**src/rtl/if_inst_queue_pkg.sv**
```systemverilog
// Shared definitions for the fetch-to-decode instruction queue.
//   IQ_NOP      : instruction word shown on the head when the queue is empty
//   IQ_ENTRY_W  : stored entry width {excp, pc, inst}
//   IQ_*_LO/HI  : field offsets inside a stored entry
//   iq_pack()   : builds a stored entry from its fields
package if_inst_queue_pkg;

    localparam int          IQ_ENTRY_W = 65;
    localparam logic [31:0] IQ_NOP     = 32'h0000_0000;

    localparam int IQ_INST_LO = 0;
    localparam int IQ_INST_HI = 31;
    localparam int IQ_PC_LO   = 32;
    localparam int IQ_PC_HI   = 63;
    localparam int IQ_EXCP    = 64;

    function automatic logic [IQ_ENTRY_W-1:0] iq_pack(input logic        excp,
                                                       input logic [31:0] pc,
                                                       input logic [31:0] inst);
        return {excp, pc, inst};
    endfunction

endpackage

```
**src/rtl/if_inst_queue_ptr_ctrl.sv**
```systemverilog
// Pointer controller (iq_ptr_ctrl) for the instruction queue.
// Owns the read/write pointers, the occupancy count and the handshake enables.
//   clk, rst           : clock, asynchronous active-high reset
//   flush              : clear the queue at the next edge; blocks same-cycle push
//   push_valid/ready   : fetch-side handshake (push_ready depends on count and flush only)
//   pop_ready/valid    : decode-side handshake
//   wr_en              : write strobe for the storage slot at wr_ptr
//   wr_ptr, rd_ptr     : storage slot indices, wrap modulo DEPTH
//   count              : occupancy 0..DEPTH
module if_inst_queue_ptr_ctrl #(
    parameter int DEPTH = 4,
    parameter int PTR_W = 2
) (
    input  logic             clk,
    input  logic             rst,
    input  logic             flush,
    input  logic             push_valid,
    output logic             push_ready,
    input  logic             pop_ready,
    output logic             pop_valid,
    output logic             wr_en,
    output logic [PTR_W-1:0] wr_ptr,
    output logic [PTR_W-1:0] rd_ptr,
    output logic [PTR_W:0]   count
);

    localparam int CNT_W = PTR_W + 1;

    logic [PTR_W-1:0] wr_ptr_q, wr_ptr_d;
    logic [PTR_W-1:0] rd_ptr_q, rd_ptr_d;
    logic [CNT_W-1:0] count_q, count_d;
    logic             push_en, pop_en;

    // No full bypass: a pop on a full queue does not open push_ready this cycle,
    // which keeps pop_ready out of the push_ready path.
    assign push_ready = (count_q != CNT_W'(DEPTH)) & ~flush;
    assign pop_valid  = (count_q != '0);
    assign push_en    = push_valid & push_ready;
    // A pop during flush is still a handshake: ID has already taken the head.
    assign pop_en     = pop_valid & pop_ready;

    always_comb begin
        // NOTE: every always_comb output gets a default first so no path leaves it
        // unassigned, which would infer a latch.
        wr_ptr_d = wr_ptr_q;
        rd_ptr_d = rd_ptr_q;
        count_d  = count_q;

        if (flush) begin
            wr_ptr_d = '0;
            rd_ptr_d = '0;
            count_d  = '0;
        end else begin
            if (push_en) wr_ptr_d = wr_ptr_q + PTR_W'(1);
            if (pop_en)  rd_ptr_d = rd_ptr_q + PTR_W'(1);
            unique case ({push_en, pop_en})
                2'b10:   count_d = count_q + CNT_W'(1);
                2'b01:   count_d = count_q - CNT_W'(1);
                default: count_d = count_q;
            endcase
        end
    end

    // NOTE: sequential state uses non-blocking assignments so every register samples
    // the pre-edge values of the others.
    always_ff @(posedge clk or posedge rst) begin
        if (rst) begin
            wr_ptr_q <= '0;
            rd_ptr_q <= '0;
            count_q  <= '0;
        end else begin
            wr_ptr_q <= wr_ptr_d;
            rd_ptr_q <= rd_ptr_d;
            count_q  <= count_d;
        end
    end

    assign wr_en  = push_en;
    assign wr_ptr = wr_ptr_q;
    assign rd_ptr = rd_ptr_q;
    assign count  = count_q;

endmodule

```
**src/rtl/if_inst_queue.sv**
```systemverilog
// Fetch-to-decode instruction queue. Buffers {pc, inst, fetch exception} entries from
// the instruction bus and presents them in order to ID.
//   clk, rst                       : clock, asynchronous active-high reset
//   flush                          : discard all entries (redirect / exception / eret)
//   push_valid/ready, push_pc/inst/excp : fetch-side entry offer
//   pop_valid/ready, pop_pc/inst/excp   : head entry towards ID (zero / NOP when empty)
//   count                          : occupancy 0..DEPTH
module if_inst_queue
    import if_inst_queue_pkg::*;
#(
    parameter int DEPTH = 4,
    parameter int PTR_W = 2
) (
    input  logic           clk,
    input  logic           rst,
    input  logic           flush,
    input  logic           push_valid,
    output logic           push_ready,
    input  logic [31:0]    push_pc,
    input  logic [31:0]    push_inst,
    input  logic           push_excp,
    output logic           pop_valid,
    input  logic           pop_ready,
    output logic [31:0]    pop_pc,
    output logic [31:0]    pop_inst,
    output logic           pop_excp,
    output logic [PTR_W:0] count
);

    logic [IQ_ENTRY_W-1:0] mem_q [DEPTH];
    logic [IQ_ENTRY_W-1:0] head;
    logic                  wr_en;
    logic [PTR_W-1:0]      wr_ptr, rd_ptr;

    if_inst_queue_ptr_ctrl #(
        .DEPTH (DEPTH),
        .PTR_W (PTR_W)
    ) u_ptr_ctrl (
        .clk        (clk),
        .rst        (rst),
        .flush      (flush),
        .push_valid (push_valid),
        .push_ready (push_ready),
        .pop_ready  (pop_ready),
        .pop_valid  (pop_valid),
        .wr_en      (wr_en),
        .wr_ptr     (wr_ptr),
        .rd_ptr     (rd_ptr),
        .count      (count)
    );

    // NOTE: the storage array has no reset; stale slots are never visible because the
    // head is masked whenever the queue is empty.
    always_ff @(posedge clk) begin
        if (wr_en) mem_q[wr_ptr] <= iq_pack(push_excp, push_pc, push_inst);
    end

    // Head is read straight from the rd_ptr slot; an entry written this edge shows up
    // only after count has become non-zero, so there is no same-cycle flow-through.
    assign head     = mem_q[rd_ptr];
    assign pop_inst = pop_valid ? head[IQ_INST_HI:IQ_INST_LO] : IQ_NOP;
    assign pop_pc   = pop_valid ? head[IQ_PC_HI:IQ_PC_LO]     : 32'h0;
    assign pop_excp = pop_valid & head[IQ_EXCP];

endmodule

```
**config.mk**
```make
export PLATFORM = sky130hd
export DESIGN_NAME = if_inst_queue
export DESIGN_NICKNAME = d
export VERILOG_FILES = /design/src/rtl/if_inst_queue_pkg.sv /design/src/rtl/if_inst_queue_ptr_ctrl.sv /design/src/rtl/if_inst_queue.sv
export SDC_FILE = /design/constraint.sdc
export NUM_CORES = 1
export LEC_CHECK = 0
export ABC_AREA = 1
export CAP_MARGIN = 20
export CORE_AREA = 2 2 148 150
export CTS_CLUSTER_SIZE = 20
export DETAILED_ROUTE_END_ITERATION = 6
export DIE_AREA = 0 0 150 152
export PLACE_DENSITY = 0.78
export SYNTH_ARGS = -nofsm -noshare
export SYNTH_HDL_FRONTEND = slang
export SYNTH_HIERARCHICAL = 1
export SYNTH_SLANG_ARGS = --single-unit
```
**constraint.sdc**
```tcl
create_clock -name clk -period 12.5 [get_ports clk]
set_clock_uncertainty 0.1 [all_clocks]
set_input_delay 2.5 -clock clk [delete_from_list [all_inputs] [get_ports clk]]
set_output_delay 2.5 -clock clk [all_outputs]
set_load 0.005 [all_outputs]
```
==> metrics.md, run 1 <==
| Metric | Value |
|---|---|
| CP endpoint kind | output port |
| Gr usage total | 20.6% |
| Routability congestion estimate | approximately 0.71 |
| Post-Syn Area | 11500 um^2 |
| Max VDD drop | about 0.13 mV |
| Hold buffer count at CTS | 0 |
| Post-Synthesis Cells | 1085 |
| Final setup vio count | 0 |
| CTS root buf | clkbuf_16 |
| Commonest non-fill, non-tap cell in the layout | nand2_1 |
| Via density | approximately 5.0 |
| Hold Crit Class | register to register |
| Leak Pwr | 5.88 nW |
| Post-synthesis register bit count | 267 |
| Max-slew violation count | 0 |
| Vias in the first global route | ~7500 |
| Crit-path max FO | 2 |
| Input/output buffers | around 140 |
| Via count | 7509 |
| Final hold vios | 0 |
| Final net count | 1284 |
| YS warnings | 6 |
| Commonest cells after routing, fill and taps aside | nand2_1 (270), inv_1 (268), edfxtp_1 (260) |
| H-tree Lvls | 1 |
| Power per cell area | 172 nW/um^2 |
| First-pass GRT wire length | 37200 um |
| Fillers | 1615 |
| Slew at the pin closest to its max-slew limit | 0.990 ns |
| Status | finished clean |
| Routed length per placed instance | ~15 um |
| Max Cap Viol | 0 |
| Initial DRC Count | 393 |
| Pre-antenna DRT Iters | 5 |
| CP required | 9.90 ns |
| Final Cycle Share | 49.7% |
| Critical Path Source Type | primary input |
| Number of distinct library cells after synthesis | 26 |
| Worst Path Class, Setup | primary input to output port |
| Largest net degree at the start of global routing | 84 |
| RSZ-0062 raised after global routing | false |
| Slew HR | 34.0% |
| Die width | 150 um |
| Multi-input gate area | 2210 um^2 |
| FF/Latch Area | 7990 um^2 |
| Clk sink count | 267 |
| Finished Layout Cells | around 1500 |
| Routed WL | between 20000 and 25000 um |
| Detail Route Antenna Nets | 0 |
| Diodes inserted | 0 |
| Share of cells above drive strength 1 | under 10% |
| Max Fclk | 0.161 GHz |
| Die H | 152 um |
| Clock latency on the worst-skew pair | 0.50 ns |
| Post-CTS resize count | 0 |
| Total CTS buffers | 27 |
| Mapped Nets | 1156 |
| Area of the core | 21400 um^2 |
| Initial Utilization | 54.0% |
| TNS Setup | 0 ns |
| Post-synthesis sequential area ratio | 69.3% |
| Gr ovfl total | 0 |
| Clock transition at the registers of the reported paths | 0.06 ns |
| # IOs | 140 |
| FP Rows | between 50 and 60 |
| Syn avg cell area | 10.6 um^2 |
| DIE AREA | 22800 um^2 |
| Placed cells | 1464 |
| Max Root-Sink Buffers | 3 |
| DPL Wire Length | 12500 um |
| Area growth from synthesis to layout | 20.3% |
| Hold Slack | 0.521 ns |
| Setup bufs post-CTS | 0 |
| CTS tree | yes |
| Finished Core Util | 64.9% |
| Min cycle time layout | 6.21 ns |
| Initial antenna violation count | 0 |
| DR DRC count | 0 |
| Worst endpoint data arrival time | 3.61 ns |
worst max-delay path, stage by stage:
cell	delay, ns
clkdlybuf4s50_1	0.46
a21oi_1	0.14
clkdlybuf4s50_1	0.51
where the power goes:
part,internal (W),switching (W)
clock network,0.000434,0.000305
registers,0.00105,0.0000317
logic,0.000249,0.000323
Yosys cell counts, drive strengths merged:
cell type,instances,area share (%)
a21boi,1,0.16
a21oi,68,3.0
buf,41,2.4
clkbuf,9,0.29
dfrtp,7,1.5
edfxtp,260,68
fa,1,0.17
inv,275,9.0
nand2,273,9.1
nand3,135,5.9
nand3b,1,0.065
nand4,3,0.16
nor2,2,0.087
nor3,4,0.17
o21a,1,0.065
o21ai,3,0.13
xnor2,1,0.076
logic make-up after synthesis:
family,count (synthesis),synth area share (%)
buffers and inverters,325,11.7
AO/OA/AOI/OAI,73,3.31
adder cells (fa/ha/maj),1,0.174
AND/OR/NAND/NOR,418,15.5
XOR/XNOR,1,0.0760
flip-flops,267,69.3
stage by stage:
stage | total power, W | cell area (um^2) | setup slack [ns]
6_report | 0.00239 | 13900 | 6.29
5_1_grt | 0.00251 | 13900 | 6.23
4_1_cts | 0.00242 | 13900 | 6.29
3_5_place_dp | 0.00167 | 13100 | 6.28
3_3_place_gp | 0.00166 | 13100 | 6.27
2_1_floorplan | 0.00140 | 11500 | 4.52
layer usage:
| layer | vias to the layer above | track usage, % | wire [um] | part of all wire [%] |
|---|---|---|---|---|
| li1 | 3695 | - | - | - |
| met1 | 3555 | 26.4 | 9330 | 40 |
| met2 | 231 | 36.9 | 12000 | 52 |
| met3 | 28 | 3.42 | 1610 | 6.9 |
| met4 | 0 | 4.45 | 310 | 1.3 |
| met5 | - | 0 | 0 | 0 |
path summary, 6_finish.rpt:
kind / cells past startpoint / to / slack, ns / from
worst max register to register: 7 / mem_q[1][28] / 9.60 / u_ptr_ctrl/count[0]
worst min register to register: 2 / u_ptr_ctrl/count[1] / 0.52 / u_ptr_ctrl/count[1]
min in group asynchronous: 2 / u_ptr_ctrl/count[2] / 2.14 / rst
max in group asynchronous: 2 / u_ptr_ctrl/rd_ptr[0] / 9.92 / rst
worst max-delay path: 3 / push_ready / 6.29 / flush
worst min-delay path: 2 / u_ptr_ctrl/count[1] / 0.52 / u_ptr_ctrl/count[1]
cell type report:
type | instances | area share (%)
Sequential cell | 267 | 57.6
Multi-Input combinational cell | 493 | 16.0
Timing Repair Buffer | 149 | 10.6
Inverter | 275 | 7.48
Clock buffer | 32 | 5.01
Tap cell | 280 | 2.53
Clock inverter | 12 | 0.803
sequential cells by signal (all words and copies together), names as in the netlist:
register and flops:
mem_q 260, u_ptr_ctrl/count 3, u_ptr_ctrl/wr_ptr 2, u_ptr_ctrl/rd_ptr 2
No activity file was read; power rests on OpenSTA's default activity.
==> run 2: changes to the inputs <==
Clock period 12.5 ns to 6.32 ns, I/O delays scaled along.
==> metrics.md, run 2 (synthesis gave the netlist of run 1 again) <==
| Metric | Value |
|---|---|
| Status | finished clean |
| Worst Path Class, Setup | register to output port |
| Diodes inserted | 0 |
| Area of the core | 21400 um^2 |
| Total CTS buffers | 27 |
| CP endpoint kind | output port |
| Setup bufs post-CTS | 0 |
| Top reg by flops | mem_q |
| DPL Wire Length | between 10000 and 15000 um |
| Placement Cell Area | around 13000 um^2 |
| Fillers | 1603 |
| Max Cap Viol | 0 |
| Die width | 150 um |
| Placed cells | 1463 |
| Leak Pwr | 5.94 nW |
| Power, Total | approximately 0.005 W |
| DR DRC count | 0 |
| H-tree Lvls | 1 |
| Final Cycle Share | about three quarters |
| FF/Latch Area | between 7000 and 8000 um^2 |
| Pre-antenna DRT Iters | 7 |
| DIE AREA | 22800 um^2 |
| RSZ-0062 raised after global routing | false |
| Max Fclk | around 0.21 GHz |
| Multi-input gate area | 2210 um^2 |
| Hold Crit Class | register to register |
| Clock latency on the worst-skew pair | 0.52 ns |
| CTS tree | yes |
| Max-slew violation count | 0 |
| Largest register FFs | 260 |
| Commonest cells after routing, fill and taps aside | nand2_1 (270), inv_1 (268), edfxtp_1 (260) |
| Final setup vio count | 0 |
| Largest net degree at the start of global routing | 94 |
| Slew HR | 31.8% |
| Finished Layout Cells | 1513 |
| Detail Route Antenna Nets | 0 |
| Vias in the first global route | 7337 |
| Slew at the pin closest to its max-slew limit | 1.02 ns |
| Routed length per placed instance | 15.3 um |
| Input/output buffers | 139 |
| Critical Path Source Type | register |
| Routed WL | ~23000 um |
| Initial antenna violation count | 0 |
| Initial DRC Count | 512 |
| Power per cell area | 353 nW/um^2 |
| Post-CTS resize count | 0 |
| Hold buffer count at CTS | 0 |
| FP Rows | 54 |
| Max VDD drop | 0.277 mV |
| First-pass GRT wire length | 36400 um |
| Commonest non-fill, non-tap cell in the layout | nand2_1 |
| Gr ovfl total | 0 |
| Initial Utilization | roughly 54% |
| Clk sink count | approximately 270 |
| Gr usage total | between 20% and 30% |
| CP required | 4.96 ns |
| Share of cells above drive strength 1 | 5.68% |
| CTS root buf | clkbuf_16 |
| Area growth from synthesis to layout | 21.4% |
| Via density | just under 5 |
| Final net count | 1283 |
| Max Root-Sink Buffers | 3 |
| Clock transition at the registers of the reported paths | 0.06 ns |
| Routability congestion estimate | 0.731 |
| Min cycle time layout | 4.68 ns |
| Design Area, Final | approximately 14000 um^2 |
| Die H | between 150 and 200 um |
| # IOs | 140 |
| Via count | 7523 |
| Worst endpoint data arrival time | 3.31 ns |
| Final hold vios | 0 |
| Crit-path max FO | 87 |
[run 2: cell types whose count changed in the layout (fill, tap and decap cells not counted)]
cell / delta
inv_6: +2
inv_8: -1
clkinvlp_4: +1
bufinv_16: +4
clkbuf_1: -1
clkinv_2: +1
buf_4: -1
[run 2: final timing paths]
| check | end | slack, ns | depth (start not counted) | from |
|---|---|---|---|---|
| setup / recovery | pop_pc[17] | 1.64 | 6 | u_ptr_ctrl/rd_ptr[0] |
| hold / removal | u_ptr_ctrl/wr_ptr[1] | 0.52 | 1 | u_ptr_ctrl/wr_ptr[1] |
| setup reg to reg | mem_q[3][38] | 3.87 | 7 | u_ptr_ctrl/count[0] |
| hold reg to reg | u_ptr_ctrl/wr_ptr[1] | 0.52 | 1 | u_ptr_ctrl/wr_ptr[1] |
| max in group asynchronous | u_ptr_ctrl/rd_ptr[0] | 4.97 | 2 | rst |
| min in group asynchronous | u_ptr_ctrl/wr_ptr[1] | 0.89 | 2 | rst |
[run 2: layout make-up]
| cell class | count | share of cell area (%) |
|---|---|---|
| flip-flops and latches | 267 | 57.1 |
| well taps | 280 | 2.50 |
| clock buffers | 31 | 4.94 |
| multi-input cells | 493 | 15.8 |
| inverters | 275 | 7.41 |
| repair buffers | 148 | 10.4 |
| clock inverters | 19 | 1.79 |
[run 2: metrics by stage]
step | utilization [%] | TNS, ns | worst slack, ns | hold slack (ns)
finish | 65.5 | 0 | 1.64 | 0.519
floorplan | - | -110.16 | -0.424 | 0.356
global route | 65.5 | 0 | 1.43 | 0.561
detailed placement | 61.1 | 0 | 2.20 | 0.505
global placement | 61.1 | 0 | 2.26 | 0.488
CTS | 65.5 | 0 | 1.63 | 0.519
[run 2: where the power goes]
| group | switching (W) | internal, W |
|---|---|---|
| sequential | 0.0000550 | 0.00208 |
| clock | 0.000635 | 0.00103 |
| combinational | 0.000646 | 0.000492 |
| total | 0.00134 | 0.00360 |
[run 2: worst max-delay path, cell delays in order (launching register included)]
cell	delay [ns]
dfrtp_4	0.67
inv_4	0.74
buf_4	0.55
nand2_1	0.11
nand3_1	0.10
a21oi_1	0.08
clkdlybuf4s50_1	0.50
[run 2: metal layers]
metal / GRT usage [%] / vias up / share of wire (%)
met2: 34.2 / 245 / 49
met1: 27.0 / 3535 / 42
met4: 6.29 / 0 / 2.2
met5: 0 / - / 0
met3: 3.33 / 41 / 6.6
li1: - / 3702 / -
==> run 3: changes to the inputs <==
Clock period 6.32 ns to 4.4 ns, I/O delays scaled along.
==> metrics.md, run 3 (synthesis gave the netlist of run 1 again) <==
| Metric | Value |
|---|---|
| Hold Crit Class | primary input to async pin |
| Input/output buffers | around 140 |
| Max Fclk | 0.267 GHz |
| Diodes inserted | 0 |
| Power, Total | between 0.006 and 0.007 W |
| Finished Core Util | 65.5% |
| Power per cell area | a little under 500 nW/um^2 |
| TNS Setup | 0 ns |
| Slew at the pin closest to its max-slew limit | 0.878 ns |
| Share of cells above drive strength 1 | 5.82% |
| Routed WL | between 20000 and 25000 um |
| DP Worst Slack | 1.20 ns |
| Leak Pwr | 5.94 nW |
| Via density | 4.97 |
| # IOs | 140 |
| Area growth from synthesis to layout | 21.4% |
| Initial DRC Count | 490 |
| Area of the core | 21400 um^2 |
| DPL Wire Length | 13300 um |
| Initial Utilization | between 50 and 60% |
| Max Root-Sink Buffers | 3 |
| Max VDD drop | roughly 0.39 mV |
| Final hold vios | 0 |
| Max Cap Viol | 0 |
| Pre-antenna DRT Iters | 7 |
| Commonest cells after routing, fill and taps aside | nand2_1 (270), inv_1 (268), edfxtp_1 (260) |
| Detail Route Antenna Nets | 0 |
| First-pass GRT wire length | around 37000 um |
| Total CTS buffers | 27 |
| Post-route setup slack | about 0.65 ns |
| Fillers | ~1600 |
| CTS tree | yes |
| Status | finished clean |
| Final net count | 1288 |
| Clk sink count | 267 |
| Critical Path Source Type | register |
| Clock transition at the registers of the reported paths | 0.06 ns |
| Die H | 152 um |
| Hold buffer count at CTS | 0 |
| Max-slew violation count | 0 |
| DR DRC count | 0 |
| Top reg by flops | mem_q |
| CP endpoint kind | output port |
| Crit-path cells | inv_2, buf_4, nand3_1, a21oi_1, clkdlybuf4s50_1 |
| Largest register FFs | 260 |
| Routability congestion estimate | 0.753 |
| CTS root buf | clkbuf_16 |
| Min cycle time layout | approximately 3.8 ns |
| Slowest stage delay, CP | 0.56 ns |
| Initial antenna violation count | 0 |
| Die width | 150 um |
| Gr usage total | between 20% and 30% |
| H-tree Lvls | 1 |
| RSZ-0062 raised after global routing | false |
| Setup bufs post-CTS | 0 |
| Final setup vio count | 0 |
| Clock latency on the worst-skew pair | 0.52 ns |
| Final Cycle Share | 85.2% |
| WP buf/inv | 3 |
| Post-CTS resize count | 0 |
| Vias in the first global route | 7427 |
| Slew HR | roughly two fifths |
| DIE AREA | between 20000 and 25000 um^2 |
| FP Rows | between 50 and 60 |
| Worst Path Class, Setup | register to output port |
| Worst endpoint data arrival time | between 2 and 3 ns |
| Crit-path max FO | 32 |
| Gr ovfl total | 0 |
| Commonest non-fill, non-tap cell in the layout | nand2_1 |
| Slowest CP cell | clkdlybuf4s50_1 |
| Largest net degree at the start of global routing | roughly 130 |
| Via count | between 7000 and 8000 |
| Top delay family on crit path | buffers and inverters |
| CP required | 3.42 ns |
| Routed length per placed instance | 15.4 um |
==> run 3: cell count changes in the layout (fill, tap and decap cells not counted), sizes merged <==
cell      change
clkinv        +1
bufinv        -4
clkinvlp      -1
inv           -1
clkbuf        +4
buf           +5
==> run 3: cell type report <==
| cell class | instances | area (um^2) | share of cell area, % |
|---|---|---|---|
| Sequential cell | 267 | 7990 | 57.1 |
| Multi-Input combinational cell | 493 | 2210 | 15.8 |
| Timing Repair Buffer | 153 | 1530 | 11.0 |
| Inverter | 275 | 1040 | 7.42 |
| Clock buffer | 35 | 746 | 5.33 |
| Tap cell | 280 | 350 | 2.50 |
| Clock inverter | 14 | 119 | 0.850 |
==> run 3: metal layers <==
layer / up-vias / wire [um] / track usage [%]
met2: 247 / 11800 / 34.9
met4: 0 / 440 / 6.24
met1: 3543 / 9600 / 27.0
li1: 3710 / - / -
met3: 38 / 1570 / 3.63
met5: - / 0 / 0
==> run 3: worst reg2reg max path, stage by stage, from the launching register on <==
cell     delay, ns
dfrtp_1       0.45
nor2_2        0.10
nand2_1       0.08
nand3_2       0.14
inv_2         0.12
inv_1         0.11
nor3_2        0.16
buf_4         0.65
==> run 3: final timing paths <==
path                                 startpoint  slack, ns              endpoint  cells past startpoint
min in group clk           u_ptr_ctrl/wr_ptr[1]       0.52  u_ptr_ctrl/wr_ptr[1]                      1
setup reg to reg            u_ptr_ctrl/count[0]       2.08          mem_q[2][37]                      7
max in group asynchronous                   rst       3.42  u_ptr_ctrl/rd_ptr[0]                      2
hold reg to reg            u_ptr_ctrl/wr_ptr[1]       0.52  u_ptr_ctrl/wr_ptr[1]                      1
hold / removal                              rst       0.52  u_ptr_ctrl/wr_ptr[0]                      2
setup / recovery           u_ptr_ctrl/rd_ptr[1]       0.65              pop_excp                      5
==> run 3: report_power, final <==
group / internal (W) / switching, W / total [W]
clock network: 0.00131 / 0.000892 / 0.00220
logic: 0.000727 / 0.000958 / 0.00169
registers: 0.00298 / 0.0000532 / 0.00303
total: 0.00501 / 0.00190 / 0.00692
==> run 3: per-stage QoR <==
step,hold WS (ns),instances,area (um^2)
final,0.515,1517,14000
after global routing,0.525,1517,14000
after CTS,0.508,1517,14000
after detailed placement,0.506,1468,13100
after global placement,0.487,1468,13100
after floorplan,0.356,1085,11500
